==> config.mk <==
export PLATFORM = sky130hd
export DESIGN_NAME = multicycle_control_unit_flat
export DESIGN_NICKNAME = d
export VERILOG_FILES = /design/src/rtl/riscv_pkg.sv /design/src/rtl/multicycle_control_unit_if.sv /design/src/rtl/multicycle_control_unit_opcode_class_decode.sv /design/src/rtl/multicycle_control_unit.sv /design/src/flat_wrapper.sv
export SDC_FILE = /design/constraint.sdc
export NUM_CORES = 1
export LEC_CHECK = 0
export ABC_AREA = 1
export BUFFER_PORTS_ARGS = -buffer_cell sky130_fd_sc_hd__buf_2
export CAP_MARGIN = 10
export CORE_UTILIZATION = 43
export DETAILED_ROUTE_END_ITERATION = 8
export PLACE_DENSITY = 0.88
export SLEW_MARGIN = 20
export SYNTH_ARGS = -nofsm -noshare
export SYNTH_HDL_FRONTEND = slang
export SYNTH_SLANG_ARGS = --single-unit
==> constraint.sdc <==
create_clock -name clk -period 1.35 [get_ports clk]
set_input_delay 0.0675 -clock clk [delete_from_list [all_inputs] [get_ports clk]]
set_output_delay 0.0675 -clock clk [all_outputs]
set_load 0.05 [all_outputs]
==> src/rtl/riscv_pkg.sv <==
// Shared RV32I control definitions: opcodes, ALU operation classes, FSM states
// and datapath mux select encodings.
package riscv_pkg;

  localparam logic [6:0] OP_R      = 7'b0110011;
  localparam logic [6:0] OP_I      = 7'b0010011;
  localparam logic [6:0] OP_LOAD   = 7'b0000011;
  localparam logic [6:0] OP_STORE  = 7'b0100011;
  localparam logic [6:0] OP_BRANCH = 7'b1100011;
  localparam logic [6:0] OP_JAL    = 7'b1101111;
  localparam logic [6:0] OP_JALR   = 7'b1100111;
  localparam logic [6:0] OP_LUI    = 7'b0110111;
  localparam logic [6:0] OP_AUIPC  = 7'b0010111;

  typedef enum logic [2:0] {
    ALU_R     = 3'b000,
    ALU_B     = 3'b001,
    ALU_LS    = 3'b010,
    ALU_I     = 3'b011,
    ALU_AUIPC = 3'b100,
    ALU_LUI   = 3'b101,
    ALU_JAL   = 3'b110,
    ALU_JALR  = 3'b111
  } aluop_e;

  typedef enum logic [2:0] {
    S_FETCH  = 3'd0,
    S_DECODE = 3'd1,
    S_EXEC   = 3'd2,
    S_MEM    = 3'd3,
    S_WB     = 3'd4,
    S_TRAP   = 3'd5
  } state_e;

  localparam logic [1:0] RES_ALU  = 2'b00;
  localparam logic [1:0] RES_MEM  = 2'b01;
  localparam logic [1:0] RES_PC4  = 2'b10;

  localparam logic PC_PLUS4 = 1'b0;
  localparam logic PC_ALU   = 1'b1;

endpackage

==> src/rtl/multicycle_control_unit_if.sv <==
// Control bundle between the sequencing FSM (master) and the datapath (slave).
interface multicycle_control_unit_if;
  logic [6:0] opcode;
  logic [2:0] funct3;
  logic       zero;
  logic       mem_ready;
  logic [2:0] ALUOp;
  logic       ir_we;
  logic       pc_we;
  logic       pc_src;
  logic       alu_src_a;
  logic       alu_src_b;
  logic       mem_req;
  logic       mem_we;
  logic       mem_addr_src;
  logic       reg_we;
  logic [1:0] result_src;
  logic       retire;
  logic       trap;

  modport master (
    input  opcode, funct3, zero, mem_ready,
    output ALUOp, ir_we, pc_we, pc_src, alu_src_a, alu_src_b, mem_req,
           mem_we, mem_addr_src, reg_we, result_src, retire, trap
  );

  modport slave (
    output opcode, funct3, zero, mem_ready,
    input  ALUOp, ir_we, pc_we, pc_src, alu_src_a, alu_src_b, mem_req,
           mem_we, mem_addr_src, reg_we, result_src, retire, trap
  );
endinterface

==> src/rtl/multicycle_control_unit_opcode_class_decode.sv <==
// Maps the instruction-register opcode to its ALU operation class and a
// legality flag; anything outside the supported RV32I subset is illegal.
module opcode_class_decode
  import riscv_pkg::*;
(
  input  logic [6:0] opcode,
  output aluop_e     cls,
  output logic       legal
);
  always_comb begin
    cls   = ALU_R;
    legal = 1'b1;
    unique case (opcode)
      OP_R:      cls = ALU_R;
      OP_BRANCH: cls = ALU_B;
      OP_LOAD,
      OP_STORE:  cls = ALU_LS;
      OP_I:      cls = ALU_I;
      OP_AUIPC:  cls = ALU_AUIPC;
      OP_LUI:    cls = ALU_LUI;
      OP_JAL:    cls = ALU_JAL;
      OP_JALR:   cls = ALU_JALR;
      default:   legal = 1'b0;
    endcase
  end
endmodule

==> src/rtl/multicycle_control_unit.sv <==
// Multi-cycle RV32I sequencer: FETCH/DECODE/EXEC/MEM/WB with a sticky TRAP on
// illegal opcodes and a variable-latency memory handshake.
module multicycle_control_unit
  import riscv_pkg::*;
(
  input  logic                       clk,
  input  logic                       reset,
  multicycle_control_unit_if.master  bus
);
  state_e state, state_nxt;
  aluop_e cls;
  logic   legal;
  logic   is_store, taken;
  logic   unused_funct3;

  // opcode comes straight from the instruction register, so it is already
  // stable from DECODE onwards (loaded on ir_we).
  opcode_class_decode u_dec (
    .opcode (bus.opcode),
    .cls    (cls),
    .legal  (legal)
  );

  assign is_store      = (bus.opcode == OP_STORE);
  assign taken         = bus.zero ^ bus.funct3[0];
  assign unused_funct3 = ^bus.funct3[2:1];

  always_ff @(posedge clk) begin
    if (reset) state <= S_FETCH;
    else       state <= state_nxt;
  end

  always_comb begin
    state_nxt = state;
    unique case (state)
      S_FETCH:  if (bus.mem_ready) state_nxt = S_DECODE;
      S_DECODE: state_nxt = legal ? S_EXEC : S_TRAP;
      S_EXEC: begin
        if (cls == ALU_LS)     state_nxt = S_MEM;
        else if (cls == ALU_B) state_nxt = S_FETCH;
        else                   state_nxt = S_WB;
      end
      S_MEM:    if (bus.mem_ready) state_nxt = is_store ? S_FETCH : S_WB;
      S_WB:     state_nxt = S_FETCH;
      S_TRAP:   state_nxt = S_TRAP;
      default:  state_nxt = S_FETCH;
    endcase
  end

  always_comb begin
    bus.ALUOp        = ALU_R;
    bus.ir_we        = 1'b0;
    bus.pc_we        = 1'b0;
    bus.pc_src       = PC_PLUS4;
    bus.alu_src_a    = 1'b0;
    bus.alu_src_b    = 1'b0;
    bus.mem_req      = 1'b0;
    bus.mem_we       = 1'b0;
    bus.mem_addr_src = 1'b0;
    bus.reg_we       = 1'b0;
    bus.result_src   = RES_ALU;
    bus.retire       = 1'b0;
    bus.trap         = 1'b0;
    // reset masks every output, even mid-request
    if (!reset) begin
      unique case (state)
        S_FETCH: begin
          bus.mem_req = 1'b1;
          if (bus.mem_ready) begin
            bus.ir_we = 1'b1;
            bus.pc_we = 1'b1;
          end
        end
        S_EXEC: begin
          bus.ALUOp     = cls;
          bus.alu_src_b = !(cls == ALU_R || cls == ALU_B);
          bus.alu_src_a = (cls == ALU_AUIPC || cls == ALU_JAL);
          if (cls == ALU_B) begin
            bus.pc_we  = taken;
            bus.pc_src = taken ? PC_ALU : PC_PLUS4;
            bus.retire = 1'b1;
          end else if (cls == ALU_JAL || cls == ALU_JALR) begin
            bus.pc_we  = 1'b1;
            bus.pc_src = PC_ALU;
          end
        end
        S_MEM: begin
          bus.mem_req      = 1'b1;
          bus.mem_addr_src = 1'b1;
          bus.mem_we       = is_store;
          bus.retire       = bus.mem_ready & is_store;
        end
        S_WB: begin
          bus.reg_we = 1'b1;
          bus.retire = 1'b1;
          if (bus.opcode == OP_LOAD)                          bus.result_src = RES_MEM;
          else if (cls == ALU_JAL || cls == ALU_JALR)         bus.result_src = RES_PC4;
        end
        S_TRAP:  bus.trap = 1'b1;
        default: ;
      endcase
    end
  end
endmodule

==> src/flat_wrapper.sv <==
// flat-port wrapper written by rule: the top's interface ports become plain ports
module multicycle_control_unit_flat import riscv_pkg::*;
  (clk, reset, bus_opcode, bus_funct3, bus_zero, bus_mem_ready, bus_ALUOp, bus_ir_we, bus_pc_we, bus_pc_src, bus_alu_src_a, bus_alu_src_b, bus_mem_req, bus_mem_we, bus_mem_addr_src, bus_reg_we, bus_result_src, bus_retire, bus_trap);
  multicycle_control_unit_if bus_i ();
  input  logic clk;
  input  logic reset;
  input wire logic [$bits(bus_i.opcode)-1:0] bus_opcode;
  input wire logic [$bits(bus_i.funct3)-1:0] bus_funct3;
  input wire logic [$bits(bus_i.zero)-1:0] bus_zero;
  input wire logic [$bits(bus_i.mem_ready)-1:0] bus_mem_ready;
  output wire logic [$bits(bus_i.ALUOp)-1:0] bus_ALUOp;
  output wire logic [$bits(bus_i.ir_we)-1:0] bus_ir_we;
  output wire logic [$bits(bus_i.pc_we)-1:0] bus_pc_we;
  output wire logic [$bits(bus_i.pc_src)-1:0] bus_pc_src;
  output wire logic [$bits(bus_i.alu_src_a)-1:0] bus_alu_src_a;
  output wire logic [$bits(bus_i.alu_src_b)-1:0] bus_alu_src_b;
  output wire logic [$bits(bus_i.mem_req)-1:0] bus_mem_req;
  output wire logic [$bits(bus_i.mem_we)-1:0] bus_mem_we;
  output wire logic [$bits(bus_i.mem_addr_src)-1:0] bus_mem_addr_src;
  output wire logic [$bits(bus_i.reg_we)-1:0] bus_reg_we;
  output wire logic [$bits(bus_i.result_src)-1:0] bus_result_src;
  output wire logic [$bits(bus_i.retire)-1:0] bus_retire;
  output wire logic [$bits(bus_i.trap)-1:0] bus_trap;
  assign bus_i.opcode = bus_opcode;
  assign bus_i.funct3 = bus_funct3;
  assign bus_i.zero = bus_zero;
  assign bus_i.mem_ready = bus_mem_ready;
  assign bus_ALUOp = bus_i.ALUOp;
  assign bus_ir_we = bus_i.ir_we;
  assign bus_pc_we = bus_i.pc_we;
  assign bus_pc_src = bus_i.pc_src;
  assign bus_alu_src_a = bus_i.alu_src_a;
  assign bus_alu_src_b = bus_i.alu_src_b;
  assign bus_mem_req = bus_i.mem_req;
  assign bus_mem_we = bus_i.mem_we;
  assign bus_mem_addr_src = bus_i.mem_addr_src;
  assign bus_reg_we = bus_i.reg_we;
  assign bus_result_src = bus_i.result_src;
  assign bus_retire = bus_i.retire;
  assign bus_trap = bus_i.trap;
  multicycle_control_unit u_core (.clk(clk), .reset(reset), .bus(bus_i));
endmodule
After elaboration in Yosys (flattened, before gate mapping)
Cells that the tools add are included.

Flip-flop bits (word level): 3. Input port bits: 14. Output and inout port bits: 16. Logic and storage cells: 77.

Equal/unequal tests: 21. Muxes and demuxes: 43. Bitwise operators: 2. Reduce and logical (&&, ||, !) cells: 10.

Operator list (number): 1-bit two-way mux (27); 3-bit two-way mux (8); 7-bit by 6-bit == test with 1-bit output, second input constant (3); 7-bit == test, second input constant (3); 3-bit one-hot mux with 7 select lines (1); 3-bit == test, second input constant (5); 3-bit one-hot mux with 5 select lines (1); 7-bit by 5-bit == test with 1-bit output, second input constant (2); 3-bit by 2-bit == test with 1-bit output, second input constant (3); 9-bit OR reduction (1); 2-bit two-way mux (4); 7-bit by 2-bit == test with 1-bit output, second input constant (1); 3-bit by 1-bit == test with 1-bit output, second input constant (2); 3-bit zero test (2); 2-bit inequality test, second input constant (2); 2-bit OR reduction (2); 1-bit logical OR (3); 1-bit one-hot mux with 3 select lines (1); 1-bit one-hot mux with 2 select lines (1); 2-bit AND reduction (1); 1-bit AND (1); 1-bit zero test (1); 1-bit XOR (1).

Depth between registers and ports, before layout
Gate-level depths: netlist of the first run.

Word-level depth: 9. Depth in mapped cells: 9. Mapped depth without buffers: 9.

Hierarchy
A second synthesis of the first run with hierarchy kept.

Cells, all modules: 108. Area, all modules: 566.8 µm².

By module, submodules not included: multicycle_control_unit (instances 1, cells each 79, area an instance 430.4 µm², sequential area each 60.1 µm²); opcode_class_decode (instances 1, cells each 29, area an instance 136.4 µm², sequential area each 0.0 µm²).

Worst setup path after synthesis of the first run
Ideal clock, no wire load.

Kind: reg2out. From: register u_core.state[2]. To: output port bus_pc_we. Arrival: 2.158 ns. Required time: 1.283 ns. Path slack: -0.876 ns. Stages on the path, launching flop included: 5. Path buffers: 0. Cells stage by stage: dfxtp_1 > inv_2 > nand3_1 > nor3_1 > or2_1.

Longest elaborated chain between the ends: 3. Elaborated cells between the ends (all ways): 4. Classes of those cells: eq/ne (1); mux (2); reduce/logical (1).

RTL lines: start, declared (RTL line multicycle_control_unit.sv:10) `state_e state, state_nxt;`; start signal, assigned (RTL line multicycle_control_unit.sv:30) `else state <= state_nxt;`; 3-bit by 2-bit == test with 1-bit output / 3-bit zero test (equally long branches) (RTL line multicycle_control_unit.sv:66) `unique case (state)`; 1-bit one-hot mux with 2 select lines (*) (RTL line multicycle_control_unit.sv:66); 1-bit two-way mux (*) (RTL line multicycle_control_unit.sv:65) `if (!reset) begin`; end, declared (RTL line flat_wrapper.sv:13) `output wire logic [$bits(bus_i.pc_we)-1:0] bus_pc_we;`.

Mark *: on every way between the ends. The rest lies on a longest branch, timed or not.

Worst setup path after layout of the first run
From: register u_core.state[2]. To: output port bus_result_src[0].

Longest elaborated chain between the ends: 3.

RTL lines: 3-bit == test (RTL line multicycle_control_unit.sv:66); 2-bit two-way mux (RTL line multicycle_control_unit.sv:66); 2-bit two-way mux (RTL line multicycle_control_unit.sv:65); end, declared (RTL line flat_wrapper.sv:21) `output wire logic [$bits(bus_i.result_src)-1:0] bus_result_src;`.

Every way passes these cells.

==> impl_metrics.py, run 1 <==
metrics = {
    "timing": {
        "max_freq_mhz": 647,
        "hold_viol_final": 0,
        "maxSlewHeadroom_pct": 61.9,
        "fin_crit_ns": 1.55,
        "worst_pin_slew_ns": 0.572,
        "fin_setup_tns_ns": -2.01,
        "rsz0062_at_grt": "yes",
        "fin_ws_ns": -0.196,
        "timing.final.crit_share_pct": 115,
        "slew_viol_final": 0,
        "finClkSkew_ns": 0.0131,
        "setup_viol": 18,
    },
    "place": {
        "placed_cells": 143,
        "place_ws_ns": 0.0321,
        "port_buffers": 27,
        "place.gp.congestion": 0.868,
        "hpwl_um": 1280,
    },
    "global_route": {
        "grt_max_degree": 10,
        "grtUsageTotal_pct": 29.6,
        "grt_antenna_before_repair": 0,
        "grt_overflow_total": 0,
        "grt_pass1_vias": 697,
        "grt_pass1_wl_um": 2950,
    },
    "layout": {
        "top_regs": "u_core.state x3",
        "fin_nets": 155,
        "final_util_pct": 96.4,
        "diodes": 0,
        "area_growth_pct": 97.6,
        "fin_cells": 154,
        "largest_register": "u_core.state",
        "final_layout_size_suffix_gt1_share_pct": 62.9,
        "largest_register_ffs": 3,
    },
    "cts": {
        "htreeDepth": 1,
        "cts_sinks": 3,
        "root_buffer": "clkbuf_4",
        "cts.clk_slew.worst_paths_ns": 0.05,
        "cts_made_buffers": 3,
        "clock_path_buffers": 2,
        "insertion_delay_ns": 0.24,
        "cts_tree": "yes",
        "postCtsHoldBufs": 0,
    },
    "logic_synthesis": {
        "syn-cell-area_sq_um": 564,
        "synth-seq-cells": 3,
        "synth-seq-area-share_pct": 10.6,
        "syn_area_per_cell_sq_um": 5.70,
        "synth.area.mux_share_pct": 0,
        "synth_top_area_cell": "nand2_1",
        "synth_nets": 113,
        "yosys.area_share.simple_pct": 62.5,
        "ys_types": 25,
        "synth_top_family_by_area": "simple AND/OR/NAND/NOR gates",
        "synthXorXnorAreaFrac_pct": 1.55,
        "yosysTopAreaCellShare_pct": 12.0,
        "synth_area_leaders": "nand2_1 (12%), dfxtp_1 (11%), inv_1 (10%), nor2_1 (9.3%), nand3_1 (6.2%)",
        "syn_inst": 99,
        "synth-adder-area-share_pct": 0,
        "yosysWarnings": 0,
        "synth_compound_area_share_pct": 9.76,
    },
    "worst_setup_path": {
        "cp_slowest_cell": "dfxtp_4",
        "cp_top_family": "simple AND/OR/NAND/NOR gates",
        "worstPathArrival_ns": 1.48,
        "worst-path-buf-inv": 4,
        "crit_path_start_kind": "flip-flop",
        "cpPeakStageDelay_ns": 0.38,
        "worstPathCellList": "inv_6 > nor3_4 > inv_2 > nor2_4 > inv_2 > nor3_4 > buf_6",
        "crit_type": "reg2out",
        "crit_path_max_fanout": 4,
        "cp.required_ns": 1.28,
        "endpoint_kind": "output pin",
    },
    "worst_hold_path": {
        "min_path_type": "in2reg",
    },
    "run": {
        "cap_violations": 0,
    },
    "drt": {
        "ant_nets": 0,
        "wl_per_cell_um": 20.9,
        "first_pass_iters": 7,
        "viasPerCell": 6.41,
        "first_iter_violations": 98,
        "num_vias": 987,
        "route.detailed.drc": 0,
        "wl_um": 3220,
    },
    "status": {
        "violations": "negative setup slack",
        "status": "finished, violations left",
    },
    "die": {
        "chipHeight_um": 38.2,
        "initial_core_util_pct": 48.8,
        "row_count": 12,
        "io_pins": 30,
        "die_w_um": 38.2,
        "core_area_sq_um": 1160,
        "fp.dieArea_sq_um": 1460,
    },
    "power_and_ir_drop": {
        "p_total_mw": 0.556,
        "power.density_nw_per_um2": 498,
        "power_leakage_nw": 0.547,
        "peakVddDrop_v": 0.000518,
    },
}
-- worst register-to-register path: stages (launching register included) --
cell and delay, ns:
dfxtp_4 0.39, inv_4 0.06, buf_4 0.14, nand3_2 0.14
inv_1 0.08, nor2_1 0.19, nand3_1 0.12, nand2_1 0.12
nand2_1 0.07
-- cell type report --
type	instances	area (sq um)
multi-input combinational	73	556
tap	14	17.5
sequential	3	71.3
timing repair buffer	38	342
clock buffer	4	26.3
inverter	22	103
fill	27	41.3
-- layer usage --
| metal | vias to the layer above | share of wire, % | GRT usage, % |
|---|---|---|---|
| li1 | 400 | - | - |
| met1 | 429 | 31 | 35.1 |
| met2 | 114 | 48 | 54.7 |
| met3 | 44 | 11 | 3.49 |
| met4 | 0 | 9.9 | 8.04 |
| met5 | - | 0 | 0 |
-- cell usage in the layout, fill, tap and decap left out, types with 3 or more instances in the layout --
cell type | Yosys | routed
nor3_4 | 1 | 6
nor2_1 | 14 | 8
inv_2 | 7 | 6
buf_4 | 0 | 8
inv_1 | 15 | 11
nand4_1 | 3 | 3
clkbuf_4 | 0 | 3
dfxtp_4 | 0 | 3
nand2_1 | 18 | 15
nand3_2 | 2 | 3
buf_8 | 0 | 5
inv_6 | 0 | 3
nand2_2 | 4 | 5
nor2_4 | 3 | 9
buf_2 | 1 | 12
buf_6 | 0 | 13
a21oi_1 | 4 | 3
nand3_1 | 7 | 6
-- cells by family (layout without fill, tap and decap cells) --
| group | count (synthesis) | after routing |
|---|---|---|
| AO/OA/AOI/OAI | 9 | 9 |
| AND/OR/NAND/NOR | 63 | 63 |
| XOR/XNOR | 1 | 1 |
| buffers and inverters | 23 | 64 |
| flip-flops | 3 | 3 |
-- report_power, final --
group	total, mW	switching [mW]	internal [mW]
Sequential	0.111	0.0168	0.0947
Combinational	0.281	0.191	0.0899
Clock	0.163	0.0523	0.111
Total	0.556	0.260	0.296
-- path summary, 6_finish.rpt --
check | from | endpoint | slack (ns) | cells after the start
worst max-delay path | u_core.state[2] | bus_result_src[0] | -0.20 | 7
worst min-delay path | bus_mem_ready | u_core.state[0] | 0.26 | 4
worst min register to register | u_core.state[2] | u_core.state[1] | 0.78 | 5
worst max register to register | u_core.state[1] | u_core.state[0] | -0.07 | 8
-- metrics by stage --
stage / cell area (sq um) / hold WS [ns]
6_report: 1110 / 0.264
2_1_floorplan: 648 / 0.194
5_1_grt: 1110 / 0.272
3_5_place_dp: 826 / 0.455
4_1_cts: 983 / 0.205
3_3_place_gp: 826 / 0.452
-- synth_stat cells (all sizes together) --
cell type	instances
nand2	22
o21ai	3
nand3	10
a21oi	5
nor3	7
buf	1
nand3b	1
nor2	19
dfxtp	3
xor2	1
o211ai	1
nand4	3
or2	1
inv	22
-- timing repair --
| item | in CTS | in global routing |
|---|---|---|
| pin swaps | 8 | 7 |
| gates resized for setup | 38 | 29 |
| buffers inserted | 2 | 5 |
| setup endpoints to repair | 16 | 16 |
(Power assumes the default switching activity.)
==> run 2, diff against run 1 <==
ABC_AREA = not set   (was 1)
CORE_AREA = 2 2 39 41   (was not set)
CORE_UTILIZATION = not set   (was 43)
DIE_AREA = 0 0 41 43   (was not set)
PLACE_DENSITY = 0.86   (was 0.88)
==> impl_metrics.py, run 2 <==
metrics = {
    "die": {
        "io_pins": 30,
        "row_count": 14,
        "core_area_sq_um": 1380,
        "chipHeight_um": 43,
        "die_w_um": 41,
        "initial_core_util_pct": 39.8,
        "fp.dieArea_sq_um": 1760,
    },
    "logic_synthesis": {
        "synth-seq-cells": 3,
        "yosys-top-cells-count": "nand2_1 (10), nor2_1 (6), nand2b_1 (5)",
        "synth_edf_count": 0,
        "synth_area_leaders": "dfxtp_1 (11%), nand2_1 (6.8%), nand2b_1 (5.7%), nand3b_1 (5.5%), and3_1 (4.5%)",
        "synth-main-ff-cell": "dfxtp_1",
        "yosysMostFrequentCell": "nand2_1",
        "yosysWarnings": 0,
        "syn_area_per_cell_sq_um": 6.63,
        "yosysTopAreaCellShare_pct": 10.9,
        "syn_inst": 83,
        "syn-cell-area_sq_um": 551,
        "ys_types": 40,
        "synth_top_area_cell": "dfxtp_1",
        "synth-seq-area-share_pct": 10.9,
        "synth_nets": 97,
        "synth-async-reset-ratio_pct": 0,
    },
    "place": {
        "place_ws_ns": -0.0615,
        "port_buffers": 27,
        "hpwl_um": 1550,
        "place.gp.congestion": 0.893,
    },
    "worst_hold_path": {
        "hp-start": "reset",
        "min_to": "u_core.state[0]",
        "min_path_type": "in2reg",
        "whs_path_depth": 2,
    },
    "timing": {
        "rsz0062_at_grt": "yes",
        "timing.final.crit_share_pct": 113,
        "finClkSkew_ns": 0.00672,
        "hold_viol_final": 0,
        "worst_pin_slew_ns": 0.351,
        "fin_crit_ns": 1.53,
        "fin_ws_ns": -0.179,
        "max_freq_mhz": 654,
        "maxSlewHeadroom_pct": 76.6,
        "slew_viol_final": 0,
        "setup_viol": 11,
        "whs_ns": 0.104,
    },
    "worst_setup_path": {
        "cpPeakStageDelay_ns": 0.36,
        "crit_type": "reg2out",
        "worstReg2RegEnd": "u_core.state[0]",
        "cp.required_ns": 1.28,
        "crit-reg2reg-launch": "u_core.state[0]",
        "worstPathArrival_ns": 1.46,
        "crit_path_max_fanout": 3,
        "worstPathCellList": "nor2_2 > and3_4 > and3b_2 > o31a_4 > buf_8",
        "endpoint_kind": "output pin",
        "crit_path_start_kind": "flip-flop",
        "r2r_cells": 6,
        "regToRegSetupSlack_ns": 0.03,
        "cp_slowest_cell": "dfxtp_4",
    },
    "power_and_ir_drop": {
        "power_leakage_nw": 0.513,
        "power.density_nw_per_um2": 551,
        "peakVddDrop_v": 0.000502,
    },
    "layout": {
        "top_regs": "u_core.state x3",
        "final_cell_mix": "buf_4 (18), buf_2 (13), buf_6 (12)",
        "fin_nets": 144,
        "area_growth_pct": 99.1,
        "largest_register": "u_core.state",
        "diodes": 0,
        "largest_register_ffs": 3,
        "final_layout_size_suffix_gt1_share_pct": 58.1,
        "final_common_cell": "buf_4",
        "final_util_pct": 79.2,
    },
    "global_route": {
        "grt_pass1_vias": 852,
        "grt_pass1_wl_um": 3740,
        "grtUsageTotal_pct": 31.2,
        "grt_overflow_total": 0,
        "grt_max_degree": 12,
        "grt_antenna_before_repair": 0,
    },
    "drt": {
        "first_iter_violations": 48,
        "ant_nets": 0,
        "route.detailed.drc": 0,
        "num_vias": 855,
        "wl_um": 2290,
        "first_pass_iters": 4,
        "wl_per_cell_um": 15.8,
        "viasPerCell": 5.90,
    },
    "cts": {
        "root_buffer": "clkbuf_4",
        "clock_path_buffers": 2,
        "cts_sinks": 3,
        "cts.clk_slew.worst_paths_ns": 0.04,
        "cts_tree": "yes",
        "htreeDepth": 1,
        "insertion_delay_ns": 0.25,
        "cts_made_buffers": 3,
    },
    "run": {
        "cap_violations": 0,
    },
    "status": {
        "violations": "negative setup slack",
        "status": "finished, violations left",
    },
}
## run 2: changes by cell type in the layout (fill, tap and decap cells not counted), sizes merged, moves of 3 or more
cell,previous run,this run
nor2,19,6
nand3b,1,4
nor2b,0,3
nand2b,0,5
buf,38,47
nand3,10,4
inv,22,3
a21oi,5,2
nor4,0,3
nand4,3,0
and3,0,4
nor3,7,4
nand2,22,10
## run 2: per-stage QoR
| step | cell area [sq um] | std cells | total power [mW] | TNS (ns) |
|---|---|---|---|---|
| after CTS | 1050 | 144 | 0.582 | -1.02 |
| after detailed placement | 878 | 135 | 0.360 | -0.0952 |
| after floorplan | 649 | 83 | 0.268 | -0.412 |
| after global placement | 878 | 135 | 0.349 | -0.0544 |
| final | 1100 | 145 | 0.604 | -1.09 |
| after global routing | 1100 | 145 | 0.635 | -1.67 |
## run 2: area by class of cell
cell class / instances / area (sq um)
multi-input combinational: 72 / 577
inverter: 3 / 11.3
tap: 16 / 20.0
timing repair buffer: 47 / 395
fill: 91 / 288
clock buffer: 4 / 26.3
sequential: 3 / 66.3
## run 2: worst max path at each step
stage / slack (ns) / from / endpoint / cells after the start
5_1_grt: -0.21 / u_core.state[1] / bus_alu_src_a / 5
2_1_floorplan: -0.24 / u_core.state[1] / bus_result_src[0] / 4
3_3_place_gp: -0.05 / bus_opcode[6] / bus_result_src[0] / 5
6_report: -0.18 / u_core.state[2] / bus_alu_src_a / 5
4_1_cts: -0.15 / u_core.state[1] / bus_alu_src_a / 5
3_5_place_dp: -0.06 / bus_opcode[6] / bus_result_src[0] / 5
## run 2: per-layer routing
layer | GRT usage [%] | vias up | part of all wire [%]
li1 | - | 400 | -
met1 | 38.9 | 401 | 37
met2 | 48.4 | 50 | 53
met3 | 8.90 | 4 | 8.7
met4 | 12.0 | 0 | 1.1
met5 | 0 | - | 0
## run 2: critical path: cells and delay by family (launching register included)
family / cells / cell delay (ns)
simple gates: 3 / 0.56
flops: 1 / 0.36
compound gates: 1 / 0.15
buf+inv: 1 / 0.14
## run 2: kinds of logic (layout without fill, tap and decap cells)
logic type / count (synthesis) / count (layout) / share of synthesized area [%]
flip-flops: 3 / 3 / 10.9
XOR/XNOR: 2 / 2 / 3.18
AND/OR/NAND/NOR: 54 / 54 / 58.2
AO/OA/AOI/OAI: 16 / 16 / 21.1
buffers and inverters: 8 / 54 / 6.59
## run 2: what timing repair did
item,CTS,global route
gates resized for setup,35,10
hold buffers,0,0
pin swaps,2,2
cloned,0,0
endpoints found under the setup margin,14,16
setup buffers,5,1
## run 2: where the power goes
part	internal, mW	total (mW)	switching, mW
logic	0.144	0.323	0.179
registers	0.0976	0.108	0.0105
clock network	0.112	0.173	0.0610
==> run 3, diff against run 2 <==
BUFFER_PORTS_ARGS = not set   (was -buffer_cell sky130_fd_sc_hd__buf_2)
DONT_BUFFER_PORTS = 1   (was not set)
PLACE_DENSITY = 0.67   (was 0.86)
RECOVER_POWER = 100   (was not set)
TNS_END_PERCENT = 1   (was not set)
==> impl_metrics.py, run 3 (same netlist as run 2, synthesis figures left out) <==
metrics = {
    "worst_setup_path": {
        "crit-reg2reg-launch": "u_core.state[2]",
        "r2r_cells": 4,
        "worstPathCellList": "buf_8 > nor2b_4 > nand2_2 > nor4_2 > buf_4",
        "endpoint_kind": "output pin",
        "regToRegSetupSlack_ns": -0.01,
        "cp_slowest_cell": "dfxtp_4",
        "crit_path_max_fanout": 11,
        "cp.required_ns": 1.28,
        "cpPeakStageDelay_ns": 0.36,
        "crit_path_start_kind": "flip-flop",
        "crit_type": "reg2out",
        "worstReg2RegEnd": "u_core.state[2]",
        "worstPathArrival_ns": 1.39,
    },
    "layout": {
        "final_layout_size_suffix_gt1_share_pct": 48.6,
        "largest_register": "u_core.state",
        "final_cell_mix": "buf_6 (10), nand2_1 (8), buf_4 (8)",
        "fin_nets": 124,
        "fin_cells": 125,
        "final_common_cell": "buf_6",
        "area_growth_pct": 84.3,
        "largest_register_ffs": 3,
        "top_regs": "u_core.state x3",
        "diodes": 0,
    },
    "place": {
        "port_buffers": 0,
        "hpwl_um": 1190,
        "place.gp.congestion": 0.806,
        "place_ws_ns": 0.0113,
        "placed_cells": 114,
    },
    "timing": {
        "fin_crit_ns": 1.46,
        "setup_viol": 9,
        "maxSlewHeadroom_pct": 76.3,
        "worst_pin_slew_ns": 0.355,
        "fin_ws_ns": -0.107,
        "slew_viol_final": 0,
        "rsz0062_at_grt": "yes",
        "hold_viol_final": 0,
        "max_freq_mhz": 686,
        "finClkSkew_ns": 0.000498,
        "timing.final.crit_share_pct": 108,
    },
    "global_route": {
        "grt_antenna_before_repair": 0,
        "grt_pass1_vias": 686,
        "grt_max_degree": 13,
        "grt_overflow_total": 0,
        "grt_pass1_wl_um": 3020,
        "grtUsageTotal_pct": 24.2,
    },
    "worst_hold_path": {
        "whs_path_depth": 2,
        "min_to": "u_core.state[2]",
        "hp-start": "reset",
        "min_path_type": "in2reg",
    },
    "power_and_ir_drop": {
        "p_total_mw": 0.540,
        "peakVddDrop_v": 0.000661,
        "power_leakage_nw": 0.429,
        "power.density_nw_per_um2": 532,
    },
    "cts": {
        "htreeDepth": 1,
        "cts_sinks": 3,
        "clock_path_buffers": 2,
        "cts_made_buffers": 3,
        "root_buffer": "clkbuf_4",
        "cts_tree": "yes",
        "insertion_delay_ns": 0.24,
        "cts.clk_slew.worst_paths_ns": 0.04,
    },
    "drt": {
        "route.detailed.drc": 0,
        "wl_per_cell_um": 15.4,
        "first_iter_violations": 18,
        "first_pass_iters": 4,
        "wl_um": 1930,
        "viasPerCell": 6.08,
        "num_vias": 760,
        "ant_nets": 0,
    },
    "die": {
        "fp.dieArea_sq_um": 1760,
        "initial_core_util_pct": 39.8,
        "die_w_um": 41,
        "chipHeight_um": 43,
        "io_pins": 30,
        "row_count": 14,
        "core_area_sq_um": 1380,
    },
    "status": {
        "status": "finished, violations left",
        "violations": "negative setup slack",
    },
    "run": {
        "cap_violations": 0,
    },
}
## run 3: changes by cell type in the layout (fill, tap and decap cells not counted), moves of 2 or more
cell	delta
buf_4	-10
buf_6	-2
nor2_4	+2
buf_2	-13
dlygate4sd3_1	+2
buf_12	+6
buf_8	-3
## run 3: worst max path at each step
stage / to / slack (ns) / cells after the start / start
after detailed placement: bus_alu_src_a / 0.01 / 5 / u_core.state[2]
after global routing: bus_alu_src_a / -0.16 / 5 / u_core.state[1]
final: bus_mem_we / -0.11 / 5 / u_core.state[0]
after global placement: u_core.state[2] / 0.04 / 4 / bus_opcode[6]
after CTS: bus_alu_src_a / -0.10 / 5 / u_core.state[1]
after floorplan: bus_alu_src_b / -0.35 / 4 / u_core.state[1]
## run 3: area by class of cell
cell class	count	area [sq um]
multi-input combinational	72	563
fill	110	369
timing repair buffer	27	328
sequential	3	66.3
clock buffer	4	26.3
tap	16	20.0
inverter	3	11.3
## run 3: report_power, final
group	total, mW	switching (mW)	internal, mW
Sequential	0.108	0.0101	0.0980
Combinational	0.267	0.140	0.127
Clock	0.165	0.0542	0.111
## run 3: timing repair
item | CTS | global route
setup buffers | 3 | 2
gates resized for setup | 20 | 13
endpoints found under the hold margin | 2 | 0
hold buffers | 2 | 0
pin swaps | 7 | 8
endpoints found under the setup margin | 15 | 16
## run 3: critical path: cells and delay by family (launching register included)
family / cells / cell delay, ns
AND/OR/NAND/NOR: 3 / 0.42
buffers and inverters: 2 / 0.37
flip-flops: 1 / 0.36
## run 3: layer usage
layer	global-route usage (%)	vias to the layer above	part of all wire (%)
met5	0	-	0
met4	0	0	0
met3	9.95	0	7.6
met2	36.3	31	50
li1	-	363	-
met1	34.0	366	42
## run 3: through the flow
step | setup TNS, ns | instance area (sq um) | hold WS (ns) | util (%)
after global placement | 0 | 810 | 0.146 | 58.5
after CTS | -0.567 | 948 | 0.0587 | 68.5
after floorplan | -1.86 | 589 | 0.137 | -
after global routing | -1.21 | 1010 | 0.0805 | 73.3
after detailed placement | 0 | 810 | 0.145 | 58.5
final | -0.662 | 1010 | 0.0850 | 73.3
